**src/rtl/adc_sample_reader_pkg.sv**
```systemverilog
// Shared constants and FSM state encoding for the ADC sample reader.
// Build macro ADC_SAMPLE_AVG_EN (top level) enables 4-sample averaging.
package adc_sample_reader_pkg;

  localparam int ADC_DATA_W = 16;
  localparam int ADC_BITS   = 16;
  localparam int ACC_W      = 18;
  localparam int RISE_CNT_W = $clog2(ADC_BITS + 1);

  typedef enum logic [2:0] {
    ST_IDLE   = 3'd0,
    ST_CONVST = 3'd1,
    ST_WAIT   = 3'd2,
    ST_SHIFT  = 3'd3,
    ST_DONE   = 3'd4
  } state_t;

endpackage

```
**src/rtl/adc_sample_reader_sclk_gen.sv**
```systemverilog
// Serial clock generator: divides clk by CLK_DIV per half-period while run is high,
// strobes each sclk rise, and flags the falling edge that follows the last rise.
module adc_sample_reader_sclk_gen
  import adc_sample_reader_pkg::*;
#(
  parameter int CLK_DIV = 2
) (
  input  logic clk,
  input  logic rstn,
  input  logic run,
  output logic sclk,
  output logic rise,
  output logic frame_done
);

  localparam int DIV_W = (CLK_DIV > 1) ? $clog2(CLK_DIV) : 1;

  logic [DIV_W-1:0]      div_cnt_r;
  logic [RISE_CNT_W-1:0] rise_cnt_r;
  logic                  sclk_r;
  logic                  toggle_s;

  assign toggle_s   = run && (div_cnt_r == DIV_W'(CLK_DIV - 1));
  assign rise       = toggle_s && !sclk_r;
  assign frame_done = toggle_s && sclk_r && (rise_cnt_r == RISE_CNT_W'(ADC_BITS));
  assign sclk       = sclk_r;

  // Divider, sclk level and rise count; everything restarts whenever run drops.
  always_ff @(posedge clk or negedge rstn) begin
    if (!rstn) begin
      div_cnt_r  <= '0;
      rise_cnt_r <= '0;
      sclk_r     <= 1'b0;
    end else if (!run) begin
      div_cnt_r  <= '0;
      rise_cnt_r <= '0;
      sclk_r     <= 1'b0;
    end else if (toggle_s) begin
      div_cnt_r <= '0;
      sclk_r    <= !sclk_r;
      if (!sclk_r) begin
        rise_cnt_r <= rise_cnt_r + RISE_CNT_W'(1);
      end
    end else begin
      div_cnt_r <= div_cnt_r + DIV_W'(1);
    end
  end

endmodule

```
**src/rtl/adc_sample_reader.sv**
```systemverilog
// Periodic ADC conversion sequencer: convst pulse, conversion wait, 16-bit serial read.
// Define ADC_SAMPLE_AVG_EN to publish the truncated mean of every four conversions.
module adc_sample_reader
  import adc_sample_reader_pkg::*;
#(
  parameter int CLK_DIV       = 2,
  parameter int CONVST_CYCLES = 4,
  parameter int CONV_WAIT     = 50,
  parameter int SAMPLE_PERIOD = 1000
) (
  input  logic                  clk,
  input  logic                  rstn,
  input  logic                  enable,
  input  logic                  clear_overrun,
  input  logic                  adc_sdo,
  output logic                  adc_convst,
  output logic                  adc_csn,
  output logic                  adc_sclk,
  output logic [ADC_DATA_W-1:0] adc_data,
  output logic                  adc_data_valid,
  output logic                  busy,
  output logic                  sample_overrun
);

  localparam int PER_W    = $clog2(SAMPLE_PERIOD);
  localparam int STEP_MAX = (CONVST_CYCLES > CONV_WAIT) ? CONVST_CYCLES : CONV_WAIT;
  localparam int STEP_W   = (STEP_MAX > 1) ? $clog2(STEP_MAX) : 1;

  state_t                state_r, state_n;
  logic [PER_W-1:0]      per_cnt_r;
  logic [STEP_W-1:0]     step_cnt_r, step_cnt_n;
  logic [ADC_BITS-1:0]   shift_r;
  logic [ADC_DATA_W-1:0] data_r;
  logic                  tick_s, sclk_rise_s, frame_done_s;
  logic                  convst_r, csn_r, valid_r, busy_r, overrun_r;

  adc_sample_reader_sclk_gen #(.CLK_DIV(CLK_DIV)) u_sclk_gen (
    .clk        (clk),
    .rstn       (rstn),
    .run        (state_r == ST_SHIFT),
    .sclk       (adc_sclk),
    .rise       (sclk_rise_s),
    .frame_done (frame_done_s)
  );

  // Period counter rests at zero while disabled, so the first enabled cycle ticks.
  always_ff @(posedge clk or negedge rstn) begin
    if (!rstn) begin
      per_cnt_r <= '0;
    end else if (!enable || (per_cnt_r == PER_W'(SAMPLE_PERIOD - 1))) begin
      per_cnt_r <= '0;
    end else begin
      per_cnt_r <= per_cnt_r + PER_W'(1);
    end
  end

  assign tick_s = enable && (per_cnt_r == '0);

  // Next-state and phase counter.
  always_comb begin
    state_n    = state_r;
    step_cnt_n = step_cnt_r;
    case (state_r)
      ST_IDLE: begin
        if (tick_s) begin
          state_n    = ST_CONVST;
          step_cnt_n = '0;
        end else begin
          state_n = ST_IDLE;
        end
      end
      ST_CONVST: begin
        if (step_cnt_r == STEP_W'(CONVST_CYCLES - 1)) begin
          state_n    = ST_WAIT;
          step_cnt_n = '0;
        end else begin
          step_cnt_n = step_cnt_r + STEP_W'(1);
        end
      end
      ST_WAIT: begin
        if (step_cnt_r == STEP_W'(CONV_WAIT - 1)) begin
          state_n    = ST_SHIFT;
          step_cnt_n = '0;
        end else begin
          step_cnt_n = step_cnt_r + STEP_W'(1);
        end
      end
      ST_SHIFT: begin
        if (frame_done_s) begin
          state_n = ST_DONE;
        end else begin
          state_n = ST_SHIFT;
        end
      end
      ST_DONE: state_n = ST_IDLE;
      default: begin
        state_n    = ST_IDLE;
        step_cnt_n = '0;
      end
    endcase
  end

  // State plus pin outputs, registered from the next state so they align with it.
  always_ff @(posedge clk or negedge rstn) begin
    if (!rstn) begin
      state_r    <= ST_IDLE;
      step_cnt_r <= '0;
      convst_r   <= 1'b0;
      csn_r      <= 1'b1;
      busy_r     <= 1'b0;
    end else begin
      state_r    <= state_n;
      step_cnt_r <= step_cnt_n;
      convst_r   <= (state_n == ST_CONVST);
      csn_r      <= (state_n != ST_SHIFT);
      busy_r     <= (state_n != ST_IDLE);
    end
  end

  // Shift register captures sdo on the cycle that raises sclk, MSB first.
  always_ff @(posedge clk or negedge rstn) begin
    if (!rstn) begin
      shift_r <= '0;
    end else if (sclk_rise_s) begin
      shift_r <= {shift_r[ADC_BITS-2:0], adc_sdo};
    end
  end

  // Overrun is sticky; a new overrun outranks a clear in the same cycle.
  always_ff @(posedge clk or negedge rstn) begin
    if (!rstn) begin
      overrun_r <= 1'b0;
    end else if (tick_s && (state_r != ST_IDLE)) begin
      overrun_r <= 1'b1;
    end else if (clear_overrun) begin
      overrun_r <= 1'b0;
    end
  end

`ifdef ADC_SAMPLE_AVG_EN
  logic [ACC_W-1:0] acc_r;
  logic [ACC_W-1:0] acc_sum_s;
  logic [1:0]       avg_cnt_r;
  logic             enable_d_r;

  assign acc_sum_s = acc_r + ACC_W'(shift_r);

  // Accumulate four conversions, publish sum/4, restart on enable fall.
  always_ff @(posedge clk or negedge rstn) begin
    if (!rstn) begin
      acc_r      <= '0;
      avg_cnt_r  <= 2'd0;
      enable_d_r <= 1'b0;
      data_r     <= '0;
      valid_r    <= 1'b0;
    end else begin
      enable_d_r <= enable;
      valid_r    <= 1'b0;
      if (state_n == ST_DONE) begin
        if (avg_cnt_r == 2'd3) begin
          data_r    <= acc_sum_s[ACC_W-1:2];
          valid_r   <= 1'b1;
          acc_r     <= '0;
          avg_cnt_r <= 2'd0;
        end else begin
          acc_r     <= acc_sum_s;
          avg_cnt_r <= avg_cnt_r + 2'd1;
        end
      end else if (enable_d_r && !enable) begin
        acc_r     <= '0;
        avg_cnt_r <= 2'd0;
      end
    end
  end
`else
  // Every completed frame is published for exactly the DONE cycle.
  always_ff @(posedge clk or negedge rstn) begin
    if (!rstn) begin
      data_r  <= '0;
      valid_r <= 1'b0;
    end else begin
      valid_r <= (state_n == ST_DONE);
      if (state_n == ST_DONE) begin
        data_r <= shift_r;
      end
    end
  end
`endif

  assign adc_convst     = convst_r;
  assign adc_csn        = csn_r;
  assign adc_data       = data_r;
  assign adc_data_valid = valid_r;
  assign busy           = busy_r;
  assign sample_overrun = overrun_r;

endmodule
```
**config.mk**
```make
export PLATFORM = sky130hd
export DESIGN_NAME = adc_sample_reader
export DESIGN_NICKNAME = d
export VERILOG_FILES = /design/src/rtl/adc_sample_reader_pkg.sv /design/src/rtl/adc_sample_reader_sclk_gen.sv /design/src/rtl/adc_sample_reader.sv
export SDC_FILE = /design/constraint.sdc
export NUM_CORES = 1
export LEC_CHECK = 0
export ABC_CLOCK_PERIOD_IN_PS = 1800
export CAP_MARGIN = 0
export CORE_MARGIN = 2
export CORE_UTILIZATION = 51
export DETAILED_ROUTE_END_ITERATION = 10
export PLACE_DENSITY_LB_ADDON = 0.3
export SLEW_MARGIN = 40
export SYNTH_ARGS = -nofsm -noshare
export SYNTH_HDL_FRONTEND = slang
export SYNTH_SLANG_ARGS = --single-unit
export TNS_END_PERCENT = 20
```
**constraint.sdc**
```tcl
create_clock -name clk -period 1.8 [get_ports clk]
set_input_delay 0.27 -clock clk [delete_from_list [all_inputs] [get_ports clk]]
set_output_delay 0.27 -clock clk [all_outputs]
set_load 0.01 [all_outputs]
```
* Word-level counts from Yosys, hierarchy flattened
Cells that the tools add are included.
Word-level totals: memories 0, register bits 63, memory bits (writable) 0, output and inout port bits 22, latch bits 0, input port bits 5, logic and storage cells 68, ROM bits 0
Cells by class: multipliers 0, bitwise logic cells 1, add/sub/neg operators 4, reduce and logical (&&, ||, !) cells 17, shift operators 0, div/mod/pow operators 0, magnitude comparators 0, multiplexer cells 19, equal/unequal tests 14
Operators with widths (count):
- $pmux 6 s4 | 1
- $mux 6 | 3
- $mux 5 | 3
- $pmux 3 s4 | 1
- $add 10x1->10 const B | 1
- $eq 10x10->1 const B | 1
- $logic_not 10->1 | 1
- $mux 10 | 1
- $mux 3 | 3
- $mux 1 | 7
- $add 6x1->6 const B | 1
- $eq 3x1->1 const B | 2
- $eq 3x2->1 const B | 2
- $eq 3x3->1 const B | 2
- $eq 6x2->1 const B | 1
- $eq 6x6->1 const B | 1
- $logic_and 1x1->1 | 6
- $ne 2x2->1 const B | 3
- $reduce_bool 3->1 | 2
- $add 5x1->5 const B | 1
- $eq 5x5->1 const B | 1
- $reduce_and 2->1 | 2
- $logic_not 3->1 | 1
- $ne 3x2->1 const B | 1
- other kinds (6) | 7

* Longest topological paths before layout
Gate-level depths: netlist (run 1).
word-level depth 7, mapped depth 8, mapped depth without buffers 6

* Modules after synthesis
From an unflattened synthesis (run 1), not the netlist that was laid out.
Unflattened totals: cell total of the unflattened synthesis 258, area, all modules 2837.7 µm²
By module, submodules not included:
- adc_sample_reader | seq. area each 1402.6 µm², area an instance 2454.9 µm², cells an instance 224, instances 1
- adc_sample_reader_sclk_gen | seq. area each 175.2 µm², area an instance 382.9 µm², cells an instance 34, instances 1

* Worst setup path after synthesis (run 1)
No wires, ideal clock.
path kind reg2reg, start reg u_sclk_gen.rise_cnt_r[0], end reg data_r[10], in the netlist adc_data[10], required time 1.675 ns, arrival 1.667 ns, setup time 0.125 ns, buffers on the path 2, clock period less this slack 1.792 ns, setup slack 0.008 ns, stages on the path, launching flop included 9, path through dfrtp_1 -> inv_1 -> ha_1 -> nor4bb_2 -> and3_1 -> and2b_1 -> buf_6 -> buf_12 -> mux2_4
On the way: word-level cells in the longest chain between the ends 5
Ends and longest elaborated chain:
- from (decl) | RTL line adc_sample_reader_sclk_gen.sv:19 | logic [RISE_CNT_W-1:0] rise_cnt_r;
- from (signal assigned) | RTL line adc_sample_reader_sclk_gen.sv:42 | rise_cnt_r <= rise_cnt_r + RISE_CNT_W'(1);
- $eq 5x5->1 | RTL line adc_sample_reader_sclk_gen.sv:25 | assign frame_done = toggle_s && sclk_r && (rise_cnt_r == RISE_CNT_W'(ADC_BITS));
- $logic_and 1x1->1 | RTL line adc_sample_reader_sclk_gen.sv:25
- $mux 3 | RTL line adc_sample_reader.sv:89 | if (frame_done_s) begin
- $pmux 3 s4 | RTL line adc_sample_reader.sv:63 | case (state_r)
- named net state_n[2] | RTL line adc_sample_reader.sv:29 | state_t state_r, state_n;
- $eq 3x3->1 | RTL line adc_sample_reader.sv:183 | if (state_n == ST_DONE) begin
- to (signal assigned) | RTL line adc_sample_reader.sv:184 | data_r <= shift_r;
- to (decl) | RTL line adc_sample_reader.sv:33 | logic [ADC_DATA_W-1:0] data_r;
The timed path passes the listed nets, and every way through them passes these cells. A chain may end at the register's enable or synchronous reset.

* Final worst setup path (run 1)
start reg u_sclk_gen.rise_cnt_r[0], end reg data_r[14], in the netlist adc_data[14]
On the way: word-level cells in the longest chain between the ends 5
Ends and longest elaborated chain (RTL line):
- $eq 5x5->1 | adc_sample_reader_sclk_gen.sv:25
- $logic_and 1x1->1 | adc_sample_reader_sclk_gen.sv:25
- $mux 3 | adc_sample_reader.sv:89
- $pmux 3 s4 | adc_sample_reader.sv:63
- $eq 3x3->1 | adc_sample_reader.sv:183
Every way passes these cells.

==> summary.txt, run 1 <==
Status
  – Status: finished with violations
  – Violations in the final reports: negative setup slack

Floorplanning
  – I/O Pins: 27
  – Placement Rows: 26
  – CORE AREA: 5205 µm²
  – Die height: just under 80 µm
  – Die Footprint: 6102 µm²
  – Die Width: 78.12 µm
  – Initial Utilization: 53.82%

Yosys
  – Mapped Cells: 227
  – Cell Area, Synth: 2801 µm²
  – Distinct cells, synth: 38
  – Synth Net Count: 238
  – Avg Inst Size Synth: 12.34 µm²
  – Synth Register Bits: 63
  – Post-synthesis sequential area ratio: roughly 56%
  – Ys Warns: 0

Clock network
  – Clk sinks: 63
  – CTS tree: built
  – CTS Buf Count: 9
  – Latest clock arrival within the worst-skew pair: about 0.33 ns
  – Clock slew at reported path FFs: roughly 0.060 ns
  – H-tree Lvls: 3
  – CTS Buffer Depth: 2
  – Clk root buf: clkbuf_8

Worst setup path
  – Setup crit end kind: flop
  – R2r startpoint: u_sclk_gen.rise_cnt_r[0]
  – CP Data Arrival Time: about 2 ns
  – CP required: 2.02 ns
  – Reg2reg setup slack: -0.02 ns
  – CP Launch Type: flop
  – Slowest CP cell: dfrtp_1
  – Worst path bufs/invs: 2
  – Crit Path Category: flop to flop
  – Crit-path cells: inv_2 -> ha_4 -> nor4bb_4 -> and3_4 -> and2b_4 -> clkbuf_16 -> mux2_4
  – Top delay family on crit path: simple AND/OR/NAND/NOR gates
  – Reg2Reg Depth: 7
  – Worst R2R End: adc_data[14]
  – CP max stage delay: around 0.39 ns
  – Worst Path Max Fanout: 8

Power
  – Int Pwr: approximately 2.2 mW
  – Psw: roughly 0.57 mW
  – Clk pwr share: 44.5%
  – Logic pwr share: under 10%
  – PwrDens: 762.4 nW/µm²
  – Flop pwr share: 52.4%
  – Largest vdd supply drop: slightly below 0.7 mV
  – Switching share of total power: 20.79%
  – Leakage dissipation: 1.634 nW
  – Total power: 2.734 mW

Timing
  – RSZ-0062 raised after global routing: yes
  – Setup Viol. Count Final: 8
  – Final Cycle Share: 101.1%
  – Tmin final: 1.820 ns
  – Worst slew margin: 73.68%
  – Slew @ Worst Pin: 0.3916 ns
  – Worst Hold Slack: 0.4627 ns
  – Final hold vios: 0
  – Final Skew: 0.008533 ns
  – Slew Viols, Final: 0
  – Fin worst setup slack: -0.01972 ns
  – Setup_tns: -0.09748 ns
  – Fmax: 0.5495 GHz

Final layout
  – Commonest non-fill, non-tap cell in the layout: dfrtp_1
  – Commonest cells after routing, fill and taps aside: dfrtp_1 (62), clkdlybuf4s50_1 (25), nor2_1 (23)
  – Fin area: 3586 µm²
  – Area Overhead vs Synth: 28.00%
  – Non-Filler Instances: 353
  – Diode count: 0
  – Share of layout cells above drive strength 1: 28.62%
  – Fin util: ~69%
  – Nets: 290

Detailed routing
  – Drt first pass iters: 4
  – DRC Markers: 0
  – Via count: 1818
  – Antenna-violating nets left: 0
  – Routed wire length: 5070 µm
  – Iteration-0 DRC Markers: 93
  – Vias per cell: 5.150
  – Detail-routed net length per standard cell: 14.36 µm

Job
  – Max-Cap Viols: 0

Global routing
  – Largest net degree at the start of global routing: 64
  – Initial antenna violation count: 0
  – Number of global-route vias before repair: 1846
  – First-pass GRT wire length: 8645 µm
  – GR Overflow Total: 0
  – GRT Total Usage: 18.29%

Placed design
  – Cell Area, Placed: 3232 µm²
  – GPL Wtd Cong: 0.7971
  – DP HPWL: 3182 µm
  – Dpl cells: 332
  – PortBufs: 26
  – DP Worst Slack: -0.05865 ns

Hold path
  – Tightest Hold Check Type: input pin to async pin
==> power by group through the flow <==
stage | Clock (mW) | Sequential [mW] | Combinational [mW]
finish | 1.22 | 1.43 | 0.0836
detailed placement | 0 | 1.46 | 0.0852
CTS | 1.25 | 1.43 | 0.0867
global route | 1.31 | 1.43 | 0.0969
global placement | 0 | 1.46 | 0.0829
floorplan | 0 | 1.46 | 0.0237
==> cell type report <==
cell class	count	area, µm²
fill	368	1619
sequential	63	1578
multi-input combinational	142	1172
timing repair buffer	51	505.5
clock buffer	12	155.1
tap	70	87.58
inverter	12	45.04
clock inverter	3	42.54
==> registers in the layout, indices dropped and copies added (netlist names) <==
signal and flops:
adc_data 16, shift_r 16, per_cnt_r 10, step_cnt_r 6
u_sclk_gen.rise_cnt_r 5, state_r 3, adc_convst 1, adc_csn 1
adc_data_valid 1, busy 1, sample_overrun 1, u_sclk_gen.div_cnt_r 1
u_sclk_gen.sclk 1
==> cells in the mapped netlist, drive strengths merged <==
master | instances | area (µm²)
nor2 | 23 | 86.33
a31oi | 1 | 6.260
mux2 | 33 | 405.4
o21ai | 8 | 40.04
nor4bb | 2 | 26.28
mux2i | 1 | 10.01
and2b | 2 | 15.01
ha | 6 | 75.07
nor2b | 4 | 25.02
or3b | 1 | 8.760
and3 | 1 | 6.260
nor3 | 6 | 30.03
xor2 | 6 | 52.55
dfrtp | 62 | 1551
nand2b | 1 | 6.260
a21oi | 3 | 15.01
o31ai | 1 | 7.510
dfstp | 1 | 26.28
nand4 | 4 | 25.02
o22ai | 4 | 25.02
nand3b | 1 | 7.510
xnor2 | 8 | 70.07
nor4 | 3 | 18.77
nand2 | 7 | 26.28
inv | 12 | 45.04
buf | 10 | 80.08
o221ai | 2 | 17.52
a41oi | 1 | 8.760
and2 | 4 | 25.02
a2111oi | 1 | 15.01
a311oi | 1 | 8.760
nand3 | 7 | 35.03
==> worst reg2reg max path, stage by stage (launching register included) <==
cell,delay [ns]
dfrtp_1,0.39
inv_2,0.08
ha_4,0.12
nor4bb_4,0.21
and3_4,0.23
and2b_4,0.21
clkbuf_16,0.17
mux2_4,0.30
==> worst max path at each step <==
stage | start | depth (start not counted) | to
global route | u_sclk_gen.rise_cnt_r[1] | 7 | adc_data[14]
floorplan | u_sclk_gen.rise_cnt_r[0] | 8 | adc_data[10]
CTS | u_sclk_gen.rise_cnt_r[1] | 7 | adc_data[5]
detailed placement | u_sclk_gen.rise_cnt_r[1] | 7 | adc_data[5]
global placement | u_sclk_gen.rise_cnt_r[1] | 7 | adc_data[2]
finish | u_sclk_gen.rise_cnt_r[0] | 7 | adc_data[14]
==> per-layer routing <==
layer | share of wire, % | global-route usage, % | vias up
met4 | 0.61 | 6.667 | 0
met3 | 3.8 | 6.782 | 4
met2 | 48 | 26.47 | 34
met5 | 0 | 0 | -
li1 | - | - | 890
met1 | 48 | 25.35 | 890
==> what timing repair did <==
action | in CTS | in global routing
hold buffers | 1 | 0
cloned | 0 | 2
setup buffers | 0 | 3
endpoints found under the hold margin | 62 | 0
resized for setup | 2 | 15
pin swaps | 0 | 1
endpoints found under the setup margin | 16 | 21
==> cell families after synthesis <==
group | after synthesis | synth area share [%]
simple gates | 66 | 12.19
flops | 63 | 56.32
mux | 34 | 14.83
compound gates | 22 | 5.136
buf+inv | 22 | 4.466
xor+xnor | 14 | 4.377
fa+ha+maj | 6 | 2.680
(Power assumes the default switching activity.)
==> inputs of run 2 (changes only) <==
--- a/config.mk
+++ b/config.mk
@@ -7,8 +7,11 @@
 export LEC_CHECK = 0
 export ABC_CLOCK_PERIOD_IN_PS = 1800
 export CAP_MARGIN = 0
+export CELL_PAD_IN_SITES_DETAIL_PLACEMENT = 1
+export CELL_PAD_IN_SITES_GLOBAL_PLACEMENT = 1
 export CORE_MARGIN = 2
-export CORE_UTILIZATION = 51
+export CORE_UTILIZATION = 41
+export CTS_CLUSTER_DIAMETER = 50
 export DETAILED_ROUTE_END_ITERATION = 10
 export PLACE_DENSITY_LB_ADDON = 0.3
 export SLEW_MARGIN = 40
==> run 2 against run 1 <==
Net effect: the flow still finishes with violations (negative setup slack); critical path depth stayed put; combinational power is 1% higher; wire length is 15% higher; clock skew is 0.00089 ns higher.
==> summary.txt, run 2 (synthesis results as in run 1) <==
Placed design
  – DP HPWL: 3816 µm (+20%)
  – DP Worst Slack: -0.05821 ns (+0.0004383 ns)
  – Cell Area, Placed: 3272 µm² (+1.2%)
  – GPL Wtd Cong: 0.7640 (-4.2%)
  – PortBufs: 26 (unchanged)

Worst setup path
  – Worst R2R End: adc_data[9]
  – Top delay family on crit path: simple AND/OR/NAND/NOR gates
  – Worst Path Max Fanout: 8 (unchanged)
  – Reg2reg setup slack: -0.06 ns (-0.04 ns)
  – Setup crit end kind: flop
  – CP Launch Type: flop
  – Crit-path cells: inv_2 -> ha_4 -> nor4bb_4 -> and3_1 -> and2b_2 -> clkbuf_16 -> mux2_4
  – Worst path bufs/invs: 2 (unchanged)
  – CP Data Arrival Time: 2.08 ns (+0.04 ns)
  – R2r startpoint: u_sclk_gen.rise_cnt_r[1]
  – Slowest CP cell: dfrtp_1
  – Crit Path Category: flop to flop
  – CP max stage delay: 0.41 ns (+0.02 ns)
  – Reg2Reg Depth: 7 (unchanged)
  – CP required: 2.03 ns (about the same)

Final layout
  – Fin area: 3652 µm² (+1.8%)
  – Diode count: 0 (unchanged)
  – Commonest cells after routing, fill and taps aside: dfrtp_1 (62), clkdlybuf4s50_1 (25), nor2_1 (23), buf_4 (23), mux2_2 (17)
  – Commonest non-fill, non-tap cell in the layout: dfrtp_1
  – Multi-input logic area: 1154 µm² (-1.6%)
  – Filler Cells Inserted: 698 (+90%)
  – Nets: 294 (+1.4%)
  – Area Overhead vs Synth: 30.37%
  – Share of layout cells above drive strength 1: 29.86% (+1.2 points)
  – Reg area: 1578 µm² (unchanged)

Timing
  – RSZ-0062 raised after global routing: yes
  – Setup Viol. Count Final: 15 (+7)
  – Slew Viols, Final: 0 (unchanged)
  – Final hold vios: 0 (unchanged)
  – Fmax: 0.5386 GHz (-2.0%)
  – Worst slew margin: 69.29% (-4.4 points)
  – Final Skew: 0.009426 ns (+0.0008939 ns)
  – Tmin final: 1.856 ns (+0.03678 ns)
  – Setup_tns: -0.5894 ns (-0.4919 ns)
  – Slew @ Worst Pin: 0.4607 ns (+0.06911 ns)
  – Final Cycle Share: 103.1% (+2.0 points)
  – Fin worst setup slack: -0.05650 ns (-0.03678 ns)

Floorplanning
  – Die Footprint: 7510 µm² (+23%)
  – Placement Rows: 30 (+15%)
  – Die height: 86.66 µm (+11%)
  – Initial Utilization: 41.69% (-12 points)
  – I/O Pins: 27 (unchanged)
  – Die Width: 86.66 µm (+11%)
  – CORE AREA: 6719 µm² (+29%)

Clock network
  – CTS Buffer Depth: 2 (unchanged)
  – Clk root buf: clkbuf_8
  – CTS tree: built
  – H-tree Lvls: 3 (unchanged)
  – Clock slew at reported path FFs: 0.07 ns (about the same)
  – Clk sinks: 63 (unchanged)
  – CTS Buf Count: 9 (unchanged)
  – Latest clock arrival within the worst-skew pair: 0.35 ns (+0.02 ns)

Job
  – Max-Cap Viols: 0 (unchanged)

Power
  – PwrDens: 797.4 nW/µm² (+4.6%)
  – Leakage dissipation: 1.677 nW (+2.6%)
  – Int Pwr: 2.254 mW (+4.1%)
  – Psw: 0.6580 mW (+16%)
  – Logic pwr share: 2.9% (-0.2 points)
  – Largest vdd supply drop: 0.3984 mV (-42%)
  – Clk pwr share: 48.0% (+3.5 points)
  – Switching share of total power: 22.59% (+1.8 points)
  – Flop pwr share: 49.1% (-3.3 points)

Detailed routing
  – Routed wire length: 5843 µm (+15%)
  – Vias per cell: 5.068 (-1.6%)
  – Iteration-0 DRC Markers: 91 (-2.2%)
  – Antenna-violating nets left: 0 (unchanged)
  – Drt first pass iters: 4 (unchanged)
  – DRC Markers: 0 (unchanged)
  – Via count: 1865 (+2.6%)
  – Detail-routed net length per standard cell: 15.88 µm (+11%)

Global routing
  – First-pass GRT wire length: 9715 µm (+12%)
  – Largest net degree at the start of global routing: 46 (-28%)
  – GR Overflow Total: 0 (unchanged)
  – GRT Total Usage: 16.85% (-1.4 points)
  – Initial antenna violation count: 0 (unchanged)
  – Number of global-route vias before repair: 2015 (+9.2%)

Status
  – Status: finished with violations
  – Violations in the final reports: negative setup slack

Hold path
  – Tightest Hold Check Type: input pin to async pin
[run 2: cell types whose count changed in the layout (fill, tap and decap cells not counted), moves of 2 or more]
| cell | previous run | this run |
|---|---|---|
| buf_4 | 20 | 23 |
| clkbuf_8 | 11 | 9 |
| clkinv_4 | 0 | 3 |
| inv_6 | 0 | 2 |
[run 2: worst max path at each step]
| stage | start | endpoint | slack, ns | cells past startpoint |
|---|---|---|---|---|
| floorplan | u_sclk_gen.rise_cnt_r[0] | adc_data[10] | 0.008 | 8 |
| global placement | u_sclk_gen.rise_cnt_r[1] | adc_data[2] | 0.01 | 7 |
| detailed placement | u_sclk_gen.rise_cnt_r[1] | adc_data[3] | -0.06 | 7 |
| CTS | u_sclk_gen.rise_cnt_r[1] | adc_data[3] | -0.02 | 7 |
| global route | u_sclk_gen.rise_cnt_r[1] | adc_data[9] | -0.14 | 7 |
| finish | u_sclk_gen.rise_cnt_r[1] | adc_data[9] | -0.06 | 7 |
[run 2: power groups by stage]
stage,sequential (mW),combinational [mW],clock [mW]
3_3_place_gp,1.46,0.0841,0
6_report,1.43,0.0845,1.40
5_1_grt,1.43,0.0979,1.51
2_1_floorplan,1.46,0.0237,0
4_1_cts,1.43,0.0881,1.44
3_5_place_dp,1.46,0.0858,0
[run 2: routing by layer]
metal / routed length, µm / part of all wire, % / GRT usage [%]
met2: 2941 / 50 / 27.34
met1: 2643 / 45 / 21.02
met5: 0 / 0 / 0
met3: 113 / 1.9 / 3.238
met4: 145 / 2.5 / 9.659
[run 2: final cells by class]
| class | count | share of cell area, % |
|---|---|---|
| tap | 80 | 2.741 |
| multi-input combinational | 142 | 31.59 |
| sequential | 63 | 43.20 |
| timing repair buffer | 55 | 15.01 |
| clock inverter | 7 | 2.843 |
| clock buffer | 9 | 3.392 |
| inverter | 12 | 1.233 |
[run 2: timing repair]
item,4_1_cts,5_1_grt
setup buffers,0,5
cloned,0,2
gates resized for setup,2,12
pin swaps,0,1
hold endpoints to repair,17,0
setup endpoints to repair,16,21
hold buffers,1,0
[run 2: per-stage QoR]
stage | total power [mW] | instances | hold slack [ns] | util, %
3_3_place_gp | 1.542 | 344 | 0.2502 | 48.70
3_5_place_dp | 1.544 | 344 | 0.2456 | 48.70
4_1_cts | 2.957 | 361 | 0.4112 | 52.42
5_1_grt | 3.037 | 368 | 0.4528 | 54.36
2_1_floorplan | 1.483 | 227 | -0.02559 | -
6_report | 2.912 | 368 | 0.4108 | 54.36
==> inputs of run 3 (changes only) <==
--- a/config.mk
+++ b/config.mk
@@ -9,7 +9,6 @@
 export CAP_MARGIN = 0
 export CELL_PAD_IN_SITES_DETAIL_PLACEMENT = 1
 export CELL_PAD_IN_SITES_GLOBAL_PLACEMENT = 1
-export CORE_MARGIN = 2
 export CORE_UTILIZATION = 41
 export CTS_CLUSTER_DIAMETER = 50
 export DETAILED_ROUTE_END_ITERATION = 10
==> run 3 against run 2 <==
Net effect: the run still ends with negative setup slack left; total power is 1.0% lower; cell area down 0.72%; register-to-register slack better by 0.03 ns; non-clock buffer count rose by 5; sequential power is essentially flat; clock power barely moved; critical path depth is the same; die area fell by 4.6%; clock-buffer cell count rose by 2; hold slack got worse by 0.15 ns; first-iteration DRC count is 18% lower; clock skew decreased by 0.0032 ns; highest routed layer unchanged.
==> summary.txt, run 3 (synthesis results as in run 1) <==
Detailed routing
  – DRC Markers: 0 (unchanged)
  – Antenna-violating nets left: 0 (unchanged)
  – Via count: 1915 (+2.7%)
  – Detail-routed net length per standard cell: 16.58 µm (+4.4%)
  – Iteration-0 DRC Markers: 75 (-18%)
  – Vias per cell: 5.176 (+2.1%)
  – Drt first pass iters: 6 (+2)
  – Routed wire length: 6135 µm (+5.0%)

Floorplanning
  – Die Footprint: 7167 µm² (-4.6%)
  – Initial Utilization: 43.37% (+1.7 points)
  – Placement Rows: 29 (-3.3%)
  – Die Width: 84.66 µm (-2.3%)
  – I/O Pins: 27 (unchanged)
  – CORE AREA: 6459 µm² (-3.9%)
  – Die height: 84.66 µm (-2.3%)

Worst setup path
  – Crit-path cells: inv_2 -> ha_4 -> nor4bb_4 -> and3_1 -> and2b_2 -> buf_8 -> mux2_4
  – Top delay family on crit path: simple AND/OR/NAND/NOR gates
  – CP required: 2.03 ns (about the same)
  – CP Launch Type: flop
  – Worst path bufs/invs: 2 (unchanged)
  – CP max stage delay: 0.40 ns (about the same)
  – Slowest CP cell: dfrtp_1
  – CP Data Arrival Time: 2.06 ns (-0.02 ns)
  – Crit Path Category: flop to flop
  – Worst Path Max Fanout: 8 (unchanged)
  – Setup crit end kind: flop

Timing
  – Final Cycle Share: 101.6% (-1.5 points)
  – Final Skew: 0.006255 ns (-0.003172 ns)
  – Worst Hold Slack: 0.2595 ns (-0.1513 ns)
  – RSZ-0062 raised after global routing: yes
  – Slew @ Worst Pin: 0.4570 ns (-0.003707 ns)
  – Setup Viol. Count Final: 12 (-3)
  – Slew Viols, Final: 0 (unchanged)
  – Fin worst setup slack: -0.02954 ns (+0.02696 ns)
  – Worst slew margin: 69.53% (+0.25 points)
  – Fmax: 0.5466 GHz (+1.5%)
  – Final hold vios: 0 (unchanged)
  – Tmin final: 1.830 ns (-0.02696 ns)

Placed design
  – GPL Wtd Cong: 0.7679 (+0.51%)
  – PortBufs: 26 (unchanged)
  – DP HPWL: 4037 µm (+5.8%)
  – Cell Area, Placed: 3266 µm² (-0.19%)

Global routing
  – First-pass GRT wire length: 10360 µm (+6.6%)
  – Largest net degree at the start of global routing: 37 (-20%)
  – GRT Total Usage: 19.12% (+2.3 points)
  – Number of global-route vias before repair: 2039 (+1.2%)
  – Initial antenna violation count: 0 (unchanged)
  – GR Overflow Total: 0 (unchanged)

Power
  – Total power: 2.883 mW (-1.0%)
  – PwrDens: 795.2 nW/µm² (-0.28%)
  – Largest vdd supply drop: 0.7335 mV (+84%)
  – Leakage dissipation: 1.682 nW (+0.33%)

Final layout
  – Commonest non-fill, non-tap cell in the layout: dfrtp_1
  – Area Overhead vs Synth: 29.43%
  – Fin area: 3626 µm² (-0.72%)
  – Nets: 299 (+1.7%)
  – Commonest cells after routing, fill and taps aside: dfrtp_1 (62), buf_4 (30), clkdlybuf4s50_1 (25)
  – Fin util: 56.14% (+1.8 points)
  – Diode count: 0 (unchanged)
  – Share of layout cells above drive strength 1: 30.38% (+0.51 points)

Clock network
  – CTS Buffer Depth: 2 (unchanged)
  – Clock slew at reported path FFs: 0.07 ns (about the same)
  – Clk sinks: 63 (unchanged)
  – CTS Buf Count: 9 (unchanged)
  – H-tree Lvls: 3 (unchanged)
  – Clk root buf: clkbuf_8
  – CTS tree: built
  – Latest clock arrival within the worst-skew pair: 0.34 ns (about the same)

Status
  – Status: finished with violations
  – Violations in the final reports: negative setup slack

Job
  – Max-Cap Viols: 0 (unchanged)

Hold path
  – Tightest Hold Check Type: input pin to async pin
[run 3: cell count changes in the layout (fill, tap and decap cells not counted)]
cell	change
buf_4	+7
buf_12	-2
clkbuf_16	-2
clkinv_4	-2
inv_6	-2
buf_6	+1
buf_8	+1
clkbuf_1	+1
clkbuf_8	+1
clkinv_2	+1
clkinvlp_4	+1
nor4_1	+1
nor4_2	-1
[run 3: stage by stage]
step	cells	setup WS [ns]	TNS, ns
final	370	-0.02954	-0.2250
after global routing	370	-0.1274	-1.747
after CTS	368	-0.07979	-0.7766
after detailed placement	344	-0.08538	-0.9166
after global placement	344	0.007415	0
after floorplan	227	0.007855	0
[run 3: worst paths after layout]
| path | cells past startpoint | start | to | slack, ns |
|---|---|---|---|---|
| setup / recovery | 7 | u_sclk_gen.rise_cnt_r[0] | adc_data[12] | -0.03 |
| hold / removal | 2 | rstn | per_cnt_r[0] | 0.26 |
| setup reg to reg | 7 | u_sclk_gen.rise_cnt_r[0] | adc_data[12] | -0.03 |
| hold reg to reg | 1 | per_cnt_r[0] | per_cnt_r[0] | 0.49 |
| max in group asynchronous | 3 | rstn | shift_r[10] | 0.89 |
| min in group clk | 1 | per_cnt_r[0] | per_cnt_r[0] | 0.49 |
[run 3: area by class of cell]
class,count,area [µm²]
Clock buffer,11,141.4
Clock inverter,5,81.33
Fill cell,669,2833
Inverter,12,45.04
Multi-Input combinational cell,142,1147
Sequential cell,63,1578
Tap cell,77,96.34
Timing Repair Buffer,60,536.8
[run 3: timing repair]
item                                   4_1_cts  5_1_grt
setup endpoints to repair                   16       16
pin swaps                                    1        1
endpoints found under the hold margin       26        0
buffers inserted                             5        4
resized for setup                            7       11
hold buffers                                 1        0
gates cloned                                 2        0
[run 3: worst register-to-register path, stage by stage, from the launching register on]
cell and delay, ns:
dfrtp_1 0.40, inv_2 0.08, ha_4 0.12, nor4bb_4 0.21, and3_1 0.21, and2b_2 0.23, buf_8 0.17, mux2_4 0.31
[run 3: metal layers]
| metal | global-route usage [%] | vias up | share of wire (%) |
|---|---|---|---|
| met5 | 0 | - | 0 |
| met2 | 30.08 | 26 | 49 |
| met4 | 7.396 | 0 | 1.4 |
| li1 | - | 901 | - |
| met3 | 5.900 | 8 | 3.1 |
| met1 | 24.86 | 980 | 46 |
[run 3: where the power goes]
| group | total [mW] | leakage, nW | internal (mW) | switching (mW) |
|---|---|---|---|---|
| combinational | 0.0838 | 0.726 | 0.0337 | 0.0500 |
| clock | 1.37 | 0.110 | 0.818 | 0.551 |
| sequential | 1.43 | 0.847 | 1.42 | 0.00715 |
